**src/rtl/ceyloniac_pc_src_gen.sv**
```systemverilog
// ceyloniac_pc_src_gen
//   Builds the four candidate PCs and the 2-bit select for the fetch PC mux.
//   Also holds the architectural fetch PC register.
//   Redirect priority is exception > branch > jump > sequential.
//   A redirect that arrives while the pipeline is stalled is held until the
//   stall releases. Each redirect produces a one-cycle flush pulse.
//
// Build option
//   CEYLONIAC_DELAY_SLOT_EN - branches and jumps execute one delay slot before
//   redirecting, and do not flush. Exceptions still redirect immediately, with
//   a flush, and cancel any pending redirect.
//
// Ports
//   clk, reset_n     rising-edge clock, synchronous active-low reset
//   stall            hazard-unit stall; the PC does not advance
//   branch_taken     EX-stage branch resolved taken, with branch_target
//   jump             jump decoded, with jump_target
//   exception        exception raised
//   pc               registered fetch PC
//   pc_in_0..3       mux candidates: pc+PC_STEP, branch, jump, EXC_VECTOR
//   pc_src           mux select: 00 seq, 01 branch, 10 jump, 11 exception
//   flush            registered one-cycle squash of younger stages
//   fetch_valid      pc is a valid fetch address this cycle
//   state_dbg        FSM state: 0 BOOT, 1 RUN, 2 HOLD
//
// Handshake note: there is no valid/ready pair. Requests are level-sampled on
// every rising edge. A stalled request must stay asserted until the edge that
// captures it (the RUN edge with stall=1). After that edge the block keeps its
// own copy, so the request may drop.
module ceyloniac_pc_src_gen #(
    parameter int                        ALU_DATA_WIDTH = 32,
    parameter logic [ALU_DATA_WIDTH-1:0] RESET_VECTOR   = 32'h0000_0000,
    parameter logic [ALU_DATA_WIDTH-1:0] EXC_VECTOR     = 32'h0000_0080,
    parameter int                        PC_STEP        = 4
) (
    input  logic                      clk,
    input  logic                      reset_n,
    input  logic                      stall,
    input  logic                      branch_taken,
    input  logic [ALU_DATA_WIDTH-1:0] branch_target,
    input  logic                      jump,
    input  logic [ALU_DATA_WIDTH-1:0] jump_target,
    input  logic                      exception,
    output logic [ALU_DATA_WIDTH-1:0] pc,
    output logic [ALU_DATA_WIDTH-1:0] pc_in_0,
    output logic [ALU_DATA_WIDTH-1:0] pc_in_1,
    output logic [ALU_DATA_WIDTH-1:0] pc_in_2,
    output logic [ALU_DATA_WIDTH-1:0] pc_in_3,
    output logic [1:0]                pc_src,
    output logic                      flush,
    output logic                      fetch_valid,
    output logic [1:0]                state_dbg
);

    typedef enum logic [1:0] {
        ST_BOOT = 2'd0,
        ST_RUN  = 2'd1,
        ST_HOLD = 2'd2
    } state_t;

    localparam logic [1:0] SRC_SEQ = 2'b00;
    localparam logic [1:0] SRC_BR  = 2'b01;
    localparam logic [1:0] SRC_JMP = 2'b10;
    localparam logic [1:0] SRC_EXC = 2'b11;

    state_t                    state_q, state_d;
    logic [ALU_DATA_WIDTH-1:0] pc_q;
    logic                      flush_q;
    logic [1:0]                held_src_q;
    logic [ALU_DATA_WIDTH-1:0] held_tgt_q;

    logic [1:0]                live_src;   // priority-encoded live request
    logic [1:0]                req_src;    // effective request (live or held)
    logic [ALU_DATA_WIDTH-1:0] req_tgt;
    logic                      capture;    // request worth holding across a stall
    logic                      advance;    // PC register loads this edge
    logic                      capture_en; // held registers load this edge
    logic                      flush_d;
    logic [ALU_DATA_WIDTH-1:0] pc_next;

`ifdef CEYLONIAC_DELAY_SLOT_EN
    logic                      pend_valid_q;
    logic [1:0]                pend_src_q;
    logic [ALU_DATA_WIDTH-1:0] pend_tgt_q;
`endif

    // ---------------- FSM: state register ----------------
    always_ff @(posedge clk) begin
        if (!reset_n) state_q <= ST_BOOT;
        else          state_q <= state_d;
    end

    // ---------------- request resolution ----------------
    always_comb begin
        live_src = SRC_SEQ;
        if (exception)         live_src = SRC_EXC;
        else if (branch_taken) live_src = SRC_BR;
        else if (jump)         live_src = SRC_JMP;

        req_src = SRC_SEQ;
        req_tgt = branch_target;
        case (state_q)
            ST_RUN: begin
                req_src = live_src;
                req_tgt = (live_src == SRC_BR) ? branch_target : jump_target;
            end
            ST_HOLD: begin
                // Only a new exception can displace the held redirect.
                req_src = exception ? SRC_EXC : held_src_q;
                req_tgt = held_tgt_q;
            end
            default: ;
        endcase

`ifdef CEYLONIAC_DELAY_SLOT_EN
        // While a delayed redirect is pending, only an exception can replace it.
        capture = (req_src == SRC_EXC) || ((req_src != SRC_SEQ) && !pend_valid_q);
`else
        capture = (req_src != SRC_SEQ);
`endif
    end

    // ---------------- FSM: next-state logic ----------------
    always_comb begin
        state_d = state_q;
        case (state_q)
            ST_BOOT: state_d = ST_RUN;
            ST_RUN:  if (stall && capture) state_d = ST_HOLD;
            ST_HOLD: if (!stall) state_d = ST_RUN;
            default: state_d = ST_BOOT;
        endcase
    end

    // ---------------- FSM: outputs ----------------
    always_comb begin
        fetch_valid = (state_q == ST_RUN);
        advance     = !stall && ((state_q == ST_RUN) || (state_q == ST_HOLD));
        capture_en  = stall && (((state_q == ST_RUN) && capture) ||
                                ((state_q == ST_HOLD) && exception));

        pc_in_0 = pc_q + ALU_DATA_WIDTH'(PC_STEP);
        pc_in_3 = EXC_VECTOR;
        pc_in_1 = (state_q == ST_HOLD) ? held_tgt_q : branch_target;
        pc_in_2 = (state_q == ST_HOLD) ? held_tgt_q : jump_target;

`ifdef CEYLONIAC_DELAY_SLOT_EN
        if (pend_valid_q) begin
            pc_in_1 = pend_tgt_q;
            pc_in_2 = pend_tgt_q;
        end
        // A fresh branch/jump fetches its delay slot first (select 00). The
        // target is selected one advancing edge later, from the pending record.
        if (state_q == ST_BOOT)       pc_src = SRC_SEQ;
        else if (req_src == SRC_EXC)  pc_src = SRC_EXC;
        else if (pend_valid_q)        pc_src = pend_src_q;
        else                          pc_src = SRC_SEQ;
        flush_d = (pc_src == SRC_EXC);
`else
        pc_src  = req_src;
        flush_d = (pc_src != SRC_SEQ);
`endif

        case (pc_src)
            SRC_BR:  pc_next = pc_in_1;
            SRC_JMP: pc_next = pc_in_2;
            SRC_EXC: pc_next = pc_in_3;
            default: pc_next = pc_in_0;
        endcase
    end

    // ---------------- datapath registers ----------------
    always_ff @(posedge clk) begin
        if (!reset_n) begin
            pc_q       <= RESET_VECTOR;
            flush_q    <= 1'b0;
            held_src_q <= SRC_SEQ;
            held_tgt_q <= '0;
        end else begin
            flush_q <= 1'b0;
            if (advance) begin
                pc_q    <= pc_next;
                flush_q <= flush_d;
            end
            if (capture_en) begin
                held_src_q <= req_src;
                held_tgt_q <= req_tgt;
            end else if ((state_q == ST_HOLD) && !stall) begin
                held_src_q <= SRC_SEQ;
                held_tgt_q <= '0;
            end
        end
    end

`ifdef CEYLONIAC_DELAY_SLOT_EN
    always_ff @(posedge clk) begin
        if (!reset_n) begin
            pend_valid_q <= 1'b0;
            pend_src_q   <= SRC_SEQ;
            pend_tgt_q   <= '0;
        end else if (advance) begin
            if (pc_src == SRC_EXC || pend_valid_q) begin
                pend_valid_q <= 1'b0;
            end else if (req_src == SRC_BR || req_src == SRC_JMP) begin
                pend_valid_q <= 1'b1;
                pend_src_q   <= req_src;
                pend_tgt_q   <= req_tgt;
            end
        end
    end
`endif

    assign pc        = pc_q;
    assign flush     = flush_q;
    assign state_dbg = state_q;

endmodule

```
**config.mk**
```make
export PLATFORM = sky130hd
export DESIGN_NAME = ceyloniac_pc_src_gen
export DESIGN_NICKNAME = d
export VERILOG_FILES = /design/src/rtl/ceyloniac_pc_src_gen.sv
export SDC_FILE = /design/constraint.sdc
export NUM_CORES = 1
export LEC_CHECK = 0
export CORE_AREA = 2 2 102 154
export CTS_BUF_LIST = sky130_fd_sc_hd__clkbuf_4
export CTS_CLUSTER_SIZE = 20
export DETAILED_ROUTE_END_ITERATION = 12
export DIE_AREA = 0 0 104 156
export MAX_ROUTING_LAYER = met4
export PLACE_DENSITY = 0.73
export SLEW_MARGIN = 20
export SYNTH_ARGS = -nofsm -noshare
export SYNTH_HDL_FRONTEND = slang
export SYNTH_SLANG_ARGS = --single-unit
```
**constraint.sdc**
```tcl
create_clock -name clk -period 3 [get_ports clk]
set_input_delay 0.45 -clock clk [delete_from_list [all_inputs] [get_ports clk]]
set_output_delay 0.45 -clock clk [all_outputs]
set_load 0.01 [all_outputs]
```
---- Word-level counts from Yosys, hierarchy flattened ----
Index checks and enable logic that the tools add are counted.
W data, S select, Z words.
cells by class
  eq/ne operators ......................... 9
  $lt $le $gt $ge ......................... 0
  mux-type cells .......................... 17
  $mul .................................... 0
  shifts and indexed selects .............. 0
  divide/modulo/power cells ............... 0
  bitwise logic cells ..................... 0
  add/sub/neg operators ................... 1
  reductions and logical operators ........ 15
operators with widths
  cell                     number
  $mux W32                 5
  $pmux W32 S3             1
  $pmux W32 S2             1
  $add A32 B3 Y32 const B  1
  $mux W2                  8
  $eq A2 B1 Y1 const B     3
  $eq A2 B2 Y1 const B     3
  $logic_and A1 B1 Y1      6
  $pmux W2 S3              1
  $reduce_and A2 Y1        3
  $ne A2 B2 Y1 const B     2
  $pmux W2 S2              1
  $reduce_bool A2 Y1       2
  $logic_not A2 Y1         1
  $logic_or A1 B1 Y1       2
  $ne A2 B1 Y1 const B     1
  $logic_not A1 Y1         1
storage, ports and cells
  bits of input ports ..................... 70
  latch bits .............................. 0
  output and inout bits ................... 166
  memories kept ........................... 0
  bits in registers ....................... 69
  word-level logic and storage cells ...... 47
  memory bits (read-only) ................. 0
  memory bits (writable) .................. 0

---- Logic depth before layout (Yosys ltp) ----
Gate-level depths: netlist of run 1.
  word-level depth ........................ 10
  gate-level depth with buffers ........... 11
  depth with buffers taken out ............ 8

---- Worst setup path before layout of run 1 ----
No wires, ideal clock.
  path kind ............................... register to register
  start ................................... register state_q[0] (netlist: state_dbg[0])
  end ..................................... register pc_q[12] (netlist: pc[12])
  period minus slack after synthesis ...... 2.369 ns
  required time ........................... 2.939 ns
  arrival time ............................ 2.308 ns
  stages on the path, launching flop included .. 12
  library setup time ...................... 0.061 ns
  slack ................................... 0.631 ns
  path buffers ............................ 3
  path through ............................ dfxtp_1 -> inv_1 -> ha_1 -> buf_2 -> a22oi_1 -> and2_1 -> buf_2 -> nand3_1 -> and2_1 -> buf_2 -> o41ai_1 -> a32o_1
between the ends
  cells in the longest elaborated chain, start to end .. 4
  elaborated cells between the ends (all ways) .. 11
  classes of those cells .................. 5 x eq/ne; 4 x mux; 2 x reduce/logical
ends and longest elaborated chain
  what                                                 RTL line  source
  from (decl)                                          66        state_t state_q, state_d;
  from (signal assigned)                               90        else state_q <= state_d;
  $eq A2 B2 Y1 / $eq A2 B1 Y1 (equally long branches)  --
  $pmux W2 S2                                          102       case (state_q)
  $eq A2 B2 Y1 / $eq A2 B1 Y1 (equally long branches)  163       case (pc_src)
  $pmux W32 S3                                         163
  to (signal assigned)                                 181       pc_q <= pc_next;
  to (decl)                                            67        logic [ALU_DATA_WIDTH-1:0] pc_q;
Several ways; a longest one is shown, not always the timed one.
A chain may end at the register's enable or synchronous reset.

---- Worst setup path in the final report of run 1 ----
  start ................................... register pc_q[8] (netlist: pc[8])
  end ..................................... output port pc_in_0[23]
between the ends
  cells in the longest elaborated chain, start to end .. 1
ends and longest elaborated chain
  what             RTL line  source
  $add A32 B3 Y32  141       pc_in_0 = pc_q + ALU_DATA_WIDTH'(PC_STEP);
  to (decl)        45        output logic [ALU_DATA_WIDTH-1:0] pc_in_0,
No other way between the ends.

==> impl_results.md, run 1 <==
- Synth top cells by count: dfxtp_1, nand2_1, mux2_2
- Max Cap Viol: 0
- Avg WL per Cell: 19.7 um
- Worst reg2reg path depth: 8
- Cell variety after synth: 59
- Post-synth top flop: dfxtp_1
- Initial DRC Count: 253
- Yosys top cell area share: 0.269
- Worst setup SP type: register
- Die ar.: 16200 um2
- DRT Wirelength: 20.6 mm
- Initial Utilization: 0.345
- Die height: 156 um
- Worst slew pin tran: 0.829 ns
- Arr. time, crit path: 2.49 ns
- Routed vias: 5525
- Share of cells above drive strength 1: 0.190
- Total track usage: 0.252
- I/O Buffers: 203
- CTS sink count: 69
- Core footprint: 14900 um2
- Worst Setup End Kind: output port
- Pre-CTS setup slack: 0.250 ns
- Detailed placement HPWL: 16.0 mm
- Hold path start: held_tgt_q[31]
- Clock slew at reported path FFs: 0.13 ns
- Setup TNS: 0 ns
- Remaining DRCs: 0
- Synth Instances: 624
- TritonCTS clock tree: done
- Final min period: 2.94 ns
- Largest net degree at the start of global routing: 29
- Final GP Congestion: 0.974
- P&R area growth vs syn: 51.3%
- Routed Antenna Nets: 0
- TritonCTS buffer count: 9
- First-pass GRT wire length: 30.9 mm
- Final WS setup: 0.0646 ns
- Hold WC Path Type: register to register
- Hold Vio Cnt, Final: 0
- Async SR Flop Fraction: 0
- Root Driver: clkbuf_4
- Crit path buffers/inverters: 2
- DRT Pass-1 Iters: 5
- Net count reported at finish: 918
- Overflow after GRT: 0
- Worst R2R End: pc[12]
- Final clock skew: 0.0217 ns
- # setup viols final: 0
- Clock buffer depth: 2
- Data required, critical path: 2.55 ns
- Pleak: 3.21 nW
- Status: finished, final reports clean
- Critical-path cell list: nand3_2 -> or4_4 -> buf_12 -> or3_4 -> xnor2_1 -> clkdlybuf4s15_1
- Initial antenna violation count: 1
- Most common cell in the synthesized netlist: dfxtp_1
- Fmax: 0.341 GHz
- # IOs: 236
- RSZ-0062 raised after global routing: yes
- R2R Setup Slk: 0.49 ns
- Hold path cells: 2
- Final Max Slew Viols: 0
- Peak VDD IR: 316 uV
- Die W: 104 um
- Max H-tree Level: 3
- Syn Area/Cell: 8.22 um2
- Slowest cell delay on critical path: 0.59 ns
- CP max FO: 4
- FILL cells: 1437
- Clock latency on the worst-skew pair: 0.46 ns
- YS warnings: 0
- Avg Vias per Cell: 5.28
- Vias in the first global route: 5409
- CTS Hold Bufs: 0
- Worst r2r src: state_dbg[1]
- Top cells by area, synth: dfxtp_1, mux2_2, mux2i_1, buf_4, o21ai_0
- Critical path class: register to output port
- Sequential element share of the synthesized area: 0.269
- Post-route clock period utilization: 0.978
- PD cells: 674 nW/um2
- Synth Cell Area: 5130 um2
- Number of synthesized flops with an enable pin: 0
- CP delay by family, top: simple AND/OR/NAND/NOR gates
- Slowest-stage cell, CP: or4_4
- #FFs+latches synth: 69
- Post-layout util: 0.522
- Slew HR: 0.447
- Worst Hold Path EP: held_tgt_q[31]
- Row Count: 55
- Yosys top cell by area: dfxtp_1
==> through the flow <==
| stage | hold WS [ns] | power (mW) | std cells | area, um2 |
|---|---|---|---|---|
| floorplan | 0.427 | 2.99 | 654 | 5240 |
| global placement | 0.437 | 4.48 | 1022 | 7440 |
| detailed placement | 0.444 | 4.49 | 1022 | 7440 |
| CTS | 0.461 | 5.21 | 1042 | 7700 |
| global route | 0.500 | 5.50 | 1046 | 7760 |
| finish | 0.459 | 5.23 | 1046 | 7760 |
==> layer usage <==
metal | vias to the layer above | global-route usage | part of all wire | wire, um
li1 | 2636 | - | - | -
met3 | 36 | 0.0368 | 0.050 | 1020
met2 | 217 | 0.442 | 0.52 | 10800
met5 | - | - | 0 | 0
met1 | 2636 | 0.292 | 0.40 | 8240
met4 | 0 | 0.0894 | 0.028 | 581
==> cells in the final DEF, fill, tap and decap left out, types with 9 or more instances in the layout <==
cell type,n
mux2i_1,33
buf_4,45
mux2_2,62
a221oi_1,9
o21ai_0,52
dfxtp_1,62
clkdlybuf4s50_1,188
nand3_1,26
clkbuf_4,11
nor2_1,40
o21ai_1,9
a32o_1,11
and3_1,12
a21oi_1,20
conb_1,32
xor2_1,11
xnor2_1,16
nand2_1,64
==> power breakdown <==
part	total, mW	internal [mW]	switching (mW)	leakage [nW]
sequential	1.20	1.05	0.149	0.562
combinational	3.31	1.55	1.76	2.57
clock	0.724	0.352	0.373	0.0822
==> sequential cells by signal (all words and copies together) (netlist names) <==
| register | flops |
|---|---|
| held_tgt_q | 32 |
| pc | 32 |
| held_src_q | 2 |
| state_dbg | 2 |
| flush | 1 |
==> worst register-to-register path: stages, from the launching register on <==
cell and delay (ns):
dfxtp_2 0.41, inv_1 0.10, ha_1 0.27, a22oi_1 0.26, nand2_2 0.20, a21oi_1 0.69, a32oi_1 0.27, o41ai_1 0.12
a32o_1 0.16
==> how the worst max path moves through the flow <==
stage | endpoint | slack [ns] | from | cells past startpoint
detailed placement | pc_in_0[24] | 0.25 | pc[3] | 8
finish | pc_in_0[23] | 0.06 | pc[8] | 6
global route | pc_in_0[23] | -0.04 | pc[8] | 6
global placement | pc_in_0[24] | 0.25 | pc[3] | 8
CTS | pc_in_0[31] | 0.007 | pc[9] | 7
floorplan | pc[12] | 0.63 | state_dbg[0] | 11
==> area by class of cell <==
class / count / area, um2 / share of cell area
clock inverters: 5 / 75.1 / 0.00967
clock buffers: 11 / 82.6 / 0.0106
inverters: 8 / 30.0 / 0.00387
repair buffers: 251 / 2420 / 0.312
multi-input cells: 502 / 3510 / 0.453
flip-flops and latches: 69 / 1390 / 0.179
well taps: 199 / 249 / 0.0321
diodes: 1 / 2.50 / 0.000322
==> repair_timing <==
item,in CTS,in global routing
setup buffers,4,3
gates resized for setup,23,19
pin swaps,2,4
endpoints found under the setup margin,38,36
==> kinds of logic (layout without fill, tap and decap cells) <==
family | count (synthesis) | in the layout | synth area share
xor gates and xnor gates | 28 | 28 | 0.0478
buffers and inverters | 83 | 275 | 0.0891
DFF | 69 | 69 | 0.269
muxes | 95 | 95 | 0.201
and+or+nand+nor | 190 | 190 | 0.179
other | 2 | 33 | 0.00146
adders and majority gates | 7 | 7 | 0.0171
AOI/OAI and AO/OA | 150 | 150 | 0.196
Power figures use the tool's default switching activity.
==> run 2, diff against run 1 <==
Settings changed: CTS_CLUSTER_SIZE 20 to not set, PLACE_DENSITY 0.73 to 0.69.
==> run 2 against run 1 <==
Effect of this change:
- clock-buffer cell count decreased by 2
- clock power increased by 9.8%
- global-route usage is essentially flat
- die area unchanged
- largest cell class unchanged
- hold slack better by 0.012 ns
==> impl_results.md, run 2 (same netlist as run 1, synthesis figures left out) <==
- Remaining DRCs: 0 (unchanged)
- Hold path cells: 2 (unchanged)
- Row Count: 55 (unchanged)
- Data required, critical path: 2.55 ns (about the same)
- Initial antenna violation count: 1 (unchanged)
- Vias in the first global route: 5504 (was 5409)
- Worst reg2reg path depth: 9 (was 8)
- Final GP Congestion: 0.902 (was 0.974)
- Die W: 104 um (unchanged)
- Detailed placement HPWL: 15.9 mm (was 16.0 mm)
- I/O Buffers: 203 (unchanged)
- Internal power: 3.05 mW (was 2.95 mW)
- Clock slew at reported path FFs: 0.12 ns (was 0.13 ns)
- Sw Pwr: 2.30 mW (was 2.28 mW)
- Met2 Usage GRT: 0.435 (was 0.442)
- Core footprint: 14900 um2 (unchanged)
- Share of cells above drive strength 1: 0.209 (was 0.190)
- CTS sink count: 69 (unchanged)
- Root Driver: clkbuf_4 (unchanged)
- Worst setup SP type: register (unchanged)
- Seq pwr share: 0.227 (was 0.229)
- Clock buffer depth: 2 (unchanged)
- CTS Hold Bufs: 0 (unchanged)
- Clock latency on the worst-skew pair: 0.46 ns (about the same)
- Busiest layer in global routing: met2 (unchanged)
- # IOs: 236 (unchanged)
- Die height: 156 um (unchanged)
- Area of the multi-input gates: 3520 um2 (was 3510 um2)
- Overflow after GRT: 0 (unchanged)
- M1 GR Usage: 0.300 (was 0.292)
- Avg WL per Cell: 19.7 um (about the same)
- Fmax: 0.342 GHz (was 0.341 GHz)
- Routed Antenna Nets: 0 (unchanged)
- RSZ-0062 raised after global routing: yes (unchanged)
- Total track usage: 0.252 (about the same)
- Largest net degree at the start of global routing: 34 (was 29)
- Met3 Use GR: 0.0322 (was 0.0368)
- PD cells: 685 nW/um2 (was 674 nW/um2)
- Commonest cells after routing, fill and taps aside: clkdlybuf4s50_1, nand2_1, mux2_2 (was clkdlybuf4s50_1, nand2_1, mux2_2, dfxtp_1, o21ai_0)
- FILL cells: 1404 (was 1437)
- First-pass GRT wire length: 31.2 mm (was 30.9 mm)
- Die ar.: 16200 um2 (unchanged)
- Max Cap Viol: 0 (unchanged)
- Hold Vio Cnt, Final: 0 (unchanged)
- Net count reported at finish: 924 (was 918)
- Setup TNS: 0 ns (unchanged)
- Peak VDD IR: 285 uV (was 316 uV)
- TritonCTS clock tree: done (unchanged)
- Routed vias: 5676 (was 5525)
- Clk pwr share: 0.148 (was 0.139)
- Final min period: 2.93 ns (was 2.94 ns)
- P&R area growth vs syn: 52.6% (was 51.3%)
- Post-route clock period utilization: 0.976 (was 0.978)
- Switching Share: 0.430 (was 0.437)
- CP max FO: 6 (was 4)
- Pleak: 3.21 nW (about the same)
- DRT Pass-1 Iters: 5 (unchanged)
- Worst slew pin tran: 0.715 ns (was 0.829 ns)
- Status: finished, final reports clean (unchanged)
- Initial Utilization: 0.345 (unchanged)
- Final Max Slew Viols: 0 (unchanged)
- Arr. time, crit path: 2.48 ns (was 2.49 ns)
- Slew HR: 0.524 (was 0.447)
- Commonest non-fill, non-tap cell in the layout: clkdlybuf4s50_1 (unchanged)
- Avg Vias per Cell: 5.40 (was 5.28)
- Total power: 5.36 mW (was 5.23 mW)
- DRT Wirelength: 20.7 mm (was 20.6 mm)
- Initial DRC Count: 256 (was 253)
- # setup viols final: 0 (unchanged)
- Worst Setup End Kind: output port (unchanged)
- Register Area: 1400 um2 (was 1390 um2)
- Hold WC Path Type: register to register (unchanged)
- TritonCTS buffer count: 9 (unchanged)
- Final clock skew: 0.0126 ns (was 0.0217 ns)
- Max H-tree Level: 3 (unchanged)
- Critical path class: register to output port (unchanged)
- Comb pwr share: 0.625 (was 0.632)
[run 2: cell count changes in the layout (fill, tap and decap cells not counted), moves of 3 or more]
cell / previous run / this run
xnor2_2: 1 / 4
xnor2_1: 16 / 13
o21ai_0: 52 / 49
buf_4: 45 / 52
dfxtp_1: 62 / 57
dfxtp_2: 7 / 11
[run 2: worst paths after layout]
check	startpoint	to	slack [ns]
worst max-delay path	pc[3]	pc_in_0[18]	0.07
worst max register to register	state_dbg[1]	pc[12]	0.49
worst min-delay path	held_tgt_q[31]	held_tgt_q[31]	0.47
worst min register to register	held_tgt_q[31]	held_tgt_q[31]	0.47
[run 2: through the flow]
step / setup slack (ns) / hold WS, ns / utilization / cells / area, um2
final: 0.0721 / 0.470 / 0.526 / 1052 / 7820
after global routing: -0.103 / 0.488 / 0.526 / 1052 / 7820
after CTS: -0.0165 / 0.464 / 0.519 / 1047 / 7710
after detailed placement: 0.247 / 0.447 / 0.503 / 1028 / 7480
after global placement: 0.248 / 0.443 / 0.503 / 1028 / 7480
after floorplan: 0.631 / 0.427 / - / 654 / 5240
[run 2: layout make-up]
type	count	area share
Antenna cell	1	0.000320
Sequential cell	69	0.179
Tap cell	199	0.0318
Multi-Input combinational cell	502	0.451
Clock inverter	7	0.0146
Clock buffer	9	0.00864
Inverter	8	0.00384
Timing Repair Buffer	257	0.311
[run 2: critical path, cell delays in order (launching register included)]
cell	delay, ns
dfxtp_2	0.39
ha_2	0.24
nand4_1	0.20
nor2_2	0.21
and3_2	0.26
xor2_1	0.16
clkdlybuf4s50_1	0.56
[run 2: routing by layer]
layer	wire length [um]	vias up
li1	-	2658
met1	8500	2717
met2	10500	252
met3	1020	49
met4	650	0
met5	0	-
[run 2: repair_timing]
item / CTS / global route
setup buffers: 3 / 4
pin swaps: 2 / 5
endpoints found under the setup margin: 16 / 20
resized for setup: 24 / 33
[run 2: power groups by stage]
stage	sequential, mW	clock (mW)	combinational [mW]
floorplan	1.25	0	1.74
global placement	1.21	0	3.32
detailed placement	1.21	0	3.33
CTS	1.20	0.806	3.31
global route	1.23	0.838	3.56
finish	1.21	0.795	3.35
==> run 3, diff against run 2 <==
Settings changed: CORE_AREA 2 2 102 154 to 2 2 94 141, CTS_BUF_LIST sky130_fd_sc_hd__clkbuf_4 to sky130_fd_sc_hd__clkbuf_16, DIE_AREA 0 0 104 156 to 0 0 96 143, PLACE_DENSITY 0.69 to 0.8.
==> run 3 against run 2 <==
Effect of this change:
- fmax down 1.2%
- clock skew fell by 0.0076 ns
- core utilization grew 9.8 points
- combinational power about the same
- die area is 15% lower
- clock-buffer cell count stayed put
- sequential power is essentially flat
- critical endpoint unchanged
- largest cell class unchanged
- highest routed layer unchanged
==> impl_results.md, run 3 (same netlist as run 1, synthesis figures left out) <==
- Final clock skew: 0.00496 ns (was 0.0126 ns)
- Overflow after GRT: 0 (unchanged)
- Fin cells: 1003 (was 1052)
- Pre-CTS setup slack: 0.241 ns (was 0.247 ns)
- Row Count: 50 (was 55)
- Worst setup SP type: register (unchanged)
- Initial antenna violation count: 1 (unchanged)
- Root Driver: clkbuf_16 (was clkbuf_4)
- Clock buffer depth: 2 (unchanged)
- Initial DRC Count: 386 (was 256)
- Hold WC Path Type: register to register (unchanged)
- Vias in the first global route: 5361 (was 5504)
- Final WS setup: 0.0352 ns (was 0.0721 ns)
- Total track usage: 0.285 (was 0.252)
- Status: finished, final reports clean (unchanged)
- Inst Count DP: 984 (was 1028)
- Share of cells above drive strength 1: 0.177 (was 0.209)
- Detailed placement HPWL: 15.1 mm (was 15.9 mm)
- # IOs: 236 (unchanged)
- Remaining DRCs: 0 (unchanged)
- Total power: 5.49 mW (was 5.36 mW)
- # setup viols final: 0 (unchanged)
- Initial Utilization: 0.412 (was 0.345)
- Arr. time, crit path: 2.51 ns (was 2.48 ns)
- WHS: 0.448 ns (was 0.470 ns)
- Die W: 96 um (was 104 um)
- Final Max Slew Viols: 0 (unchanged)
- Die ar.: 13700 um2 (was 16200 um2)
- R2R Setup Slk: 0.32 ns (was 0.49 ns)
- Avg Vias per Cell: 5.68 (was 5.40)
- Commonest cells after routing, fill and taps aside: clkdlybuf4s50_1, dfxtp_1, nand2_1 (was clkdlybuf4s50_1, nand2_1, mux2_2)
- Slew HR: 0.528 (was 0.524)
- Peak VDD IR: 434 uV (was 285 uV)
- Die height: 143 um (was 156 um)
- Data required, critical path: 2.55 ns (about the same)
- Clock latency on the worst-skew pair: 0.34 ns (was 0.46 ns)
- Busiest layer in global routing: met2 (unchanged)
- I/O Buffers: 203 (unchanged)
- Max Cap Viol: 0 (unchanged)
- Max H-tree Level: 3 (unchanged)
- Largest net degree at the start of global routing: 29 (was 34)
- RSZ-0062 raised after global routing: yes (unchanged)
- Met2 Usage GRT: 0.461 (was 0.435)
- Met3 Use GR: 0.0338 (was 0.0322)
- Critical path class: register to output port (unchanged)
- Routed Antenna Nets: 0 (unchanged)
- DRT Wirelength: 19.8 mm (was 20.7 mm)
- Net count reported at finish: 920 (was 924)
- Worst slew pin tran: 0.708 ns (was 0.715 ns)
- Final min period: 2.96 ns (was 2.93 ns)
- FILL cells: 1062 (was 1404)
- First-pass GRT wire length: 29.2 mm (was 31.2 mm)
- Fmax: 0.337 GHz (was 0.342 GHz)
- M1 GR Usage: 0.354 (was 0.300)
- Pleak: 3.21 nW (about the same)
- Final GP Congestion: 0.930 (was 0.902)
- Core footprint: 12400 um2 (was 14900 um2)
- P&R area growth vs syn: 51.5% (was 52.6%)
- DRT Pass-1 Iters: 5 (unchanged)
- TritonCTS clock tree: done (unchanged)
- Post-route clock period utilization: 0.988 (was 0.976)
- PD cells: 707 nW/um2 (was 685 nW/um2)
- Routed vias: 5698 (was 5676)
- Worst Setup End Kind: output port (unchanged)
- TritonCTS buffer count: 9 (unchanged)
- Commonest non-fill, non-tap cell in the layout: clkdlybuf4s50_1 (unchanged)
- CTS Hold Bufs: 0 (unchanged)
- Hold Vio Cnt, Final: 0 (unchanged)
- CTS sink count: 69 (unchanged)
- CP max FO: 5 (was 6)
- Avg WL per Cell: 19.7 um (about the same)
- Clock slew at reported path FFs: 0.05 ns (was 0.12 ns)
==> run 3: stage by stage <==
step | instance area (um2) | util | TNS, ns
after global placement | 7410 | 0.595 | 0
after floorplan | 5240 | - | 0
final | 7770 | 0.624 | 0
after global routing | 7770 | 0.624 | -0.100
after CTS | 7690 | 0.618 | 0
after detailed placement | 7410 | 0.595 | 0
==> run 3: final cells by class <==
type,count,area [um2],share of cell area
timing repair buffer,253,2410,0.310
sequential,69,1380,0.178
clock inverter,5,20.0,0.00258
multi-input combinational,502,3500,0.451
clock buffer,9,225,0.0290
tap,156,195,0.0251
antenna,1,2.50,0.000322
inverter,8,30.0,0.00386
==> run 3: path summary, 6_finish.rpt <==
| path | startpoint | to | cells past startpoint |
|---|---|---|---|
| worst max-delay path | pc[3] | pc_in_0[18] | 7 |
| worst min register to register | held_tgt_q[31] | held_tgt_q[31] | 2 |
| worst min-delay path | held_tgt_q[31] | held_tgt_q[31] | 2 |
| worst max register to register | state_dbg[1] | held_tgt_q[3] | 10 |
==> run 3: report_power, final <==
| group | leakage, nW | switching, mW | internal (mW) |
|---|---|---|---|
| Sequential | 0.559 | 0.162 | 1.05 |
| Combinational | 2.53 | 1.75 | 1.60 |
| Clock | 0.121 | 0.394 | 0.537 |
==> run 3: critical path, cell delays in order (launching register included) <==
cell	delay (ns)
dfxtp_1	0.38
ha_1	0.19
buf_4	0.15
nand4_1	0.18
nor2_1	0.25
and3_1	0.29
xor2_1	0.18
clkdlybuf4s50_1	0.56
==> run 3: what timing repair did <==
item	CTS	global route
buffers inserted	1	3
pin swaps	3	3
gates resized for setup	14	9
setup endpoints to repair	11	10
==> run 3: per-layer routing <==
metal	share of wire	up-vias
li1	-	2648
met1	0.40	2686
met2	0.50	306
met3	0.065	58
met4	0.036	0
met5	0	-
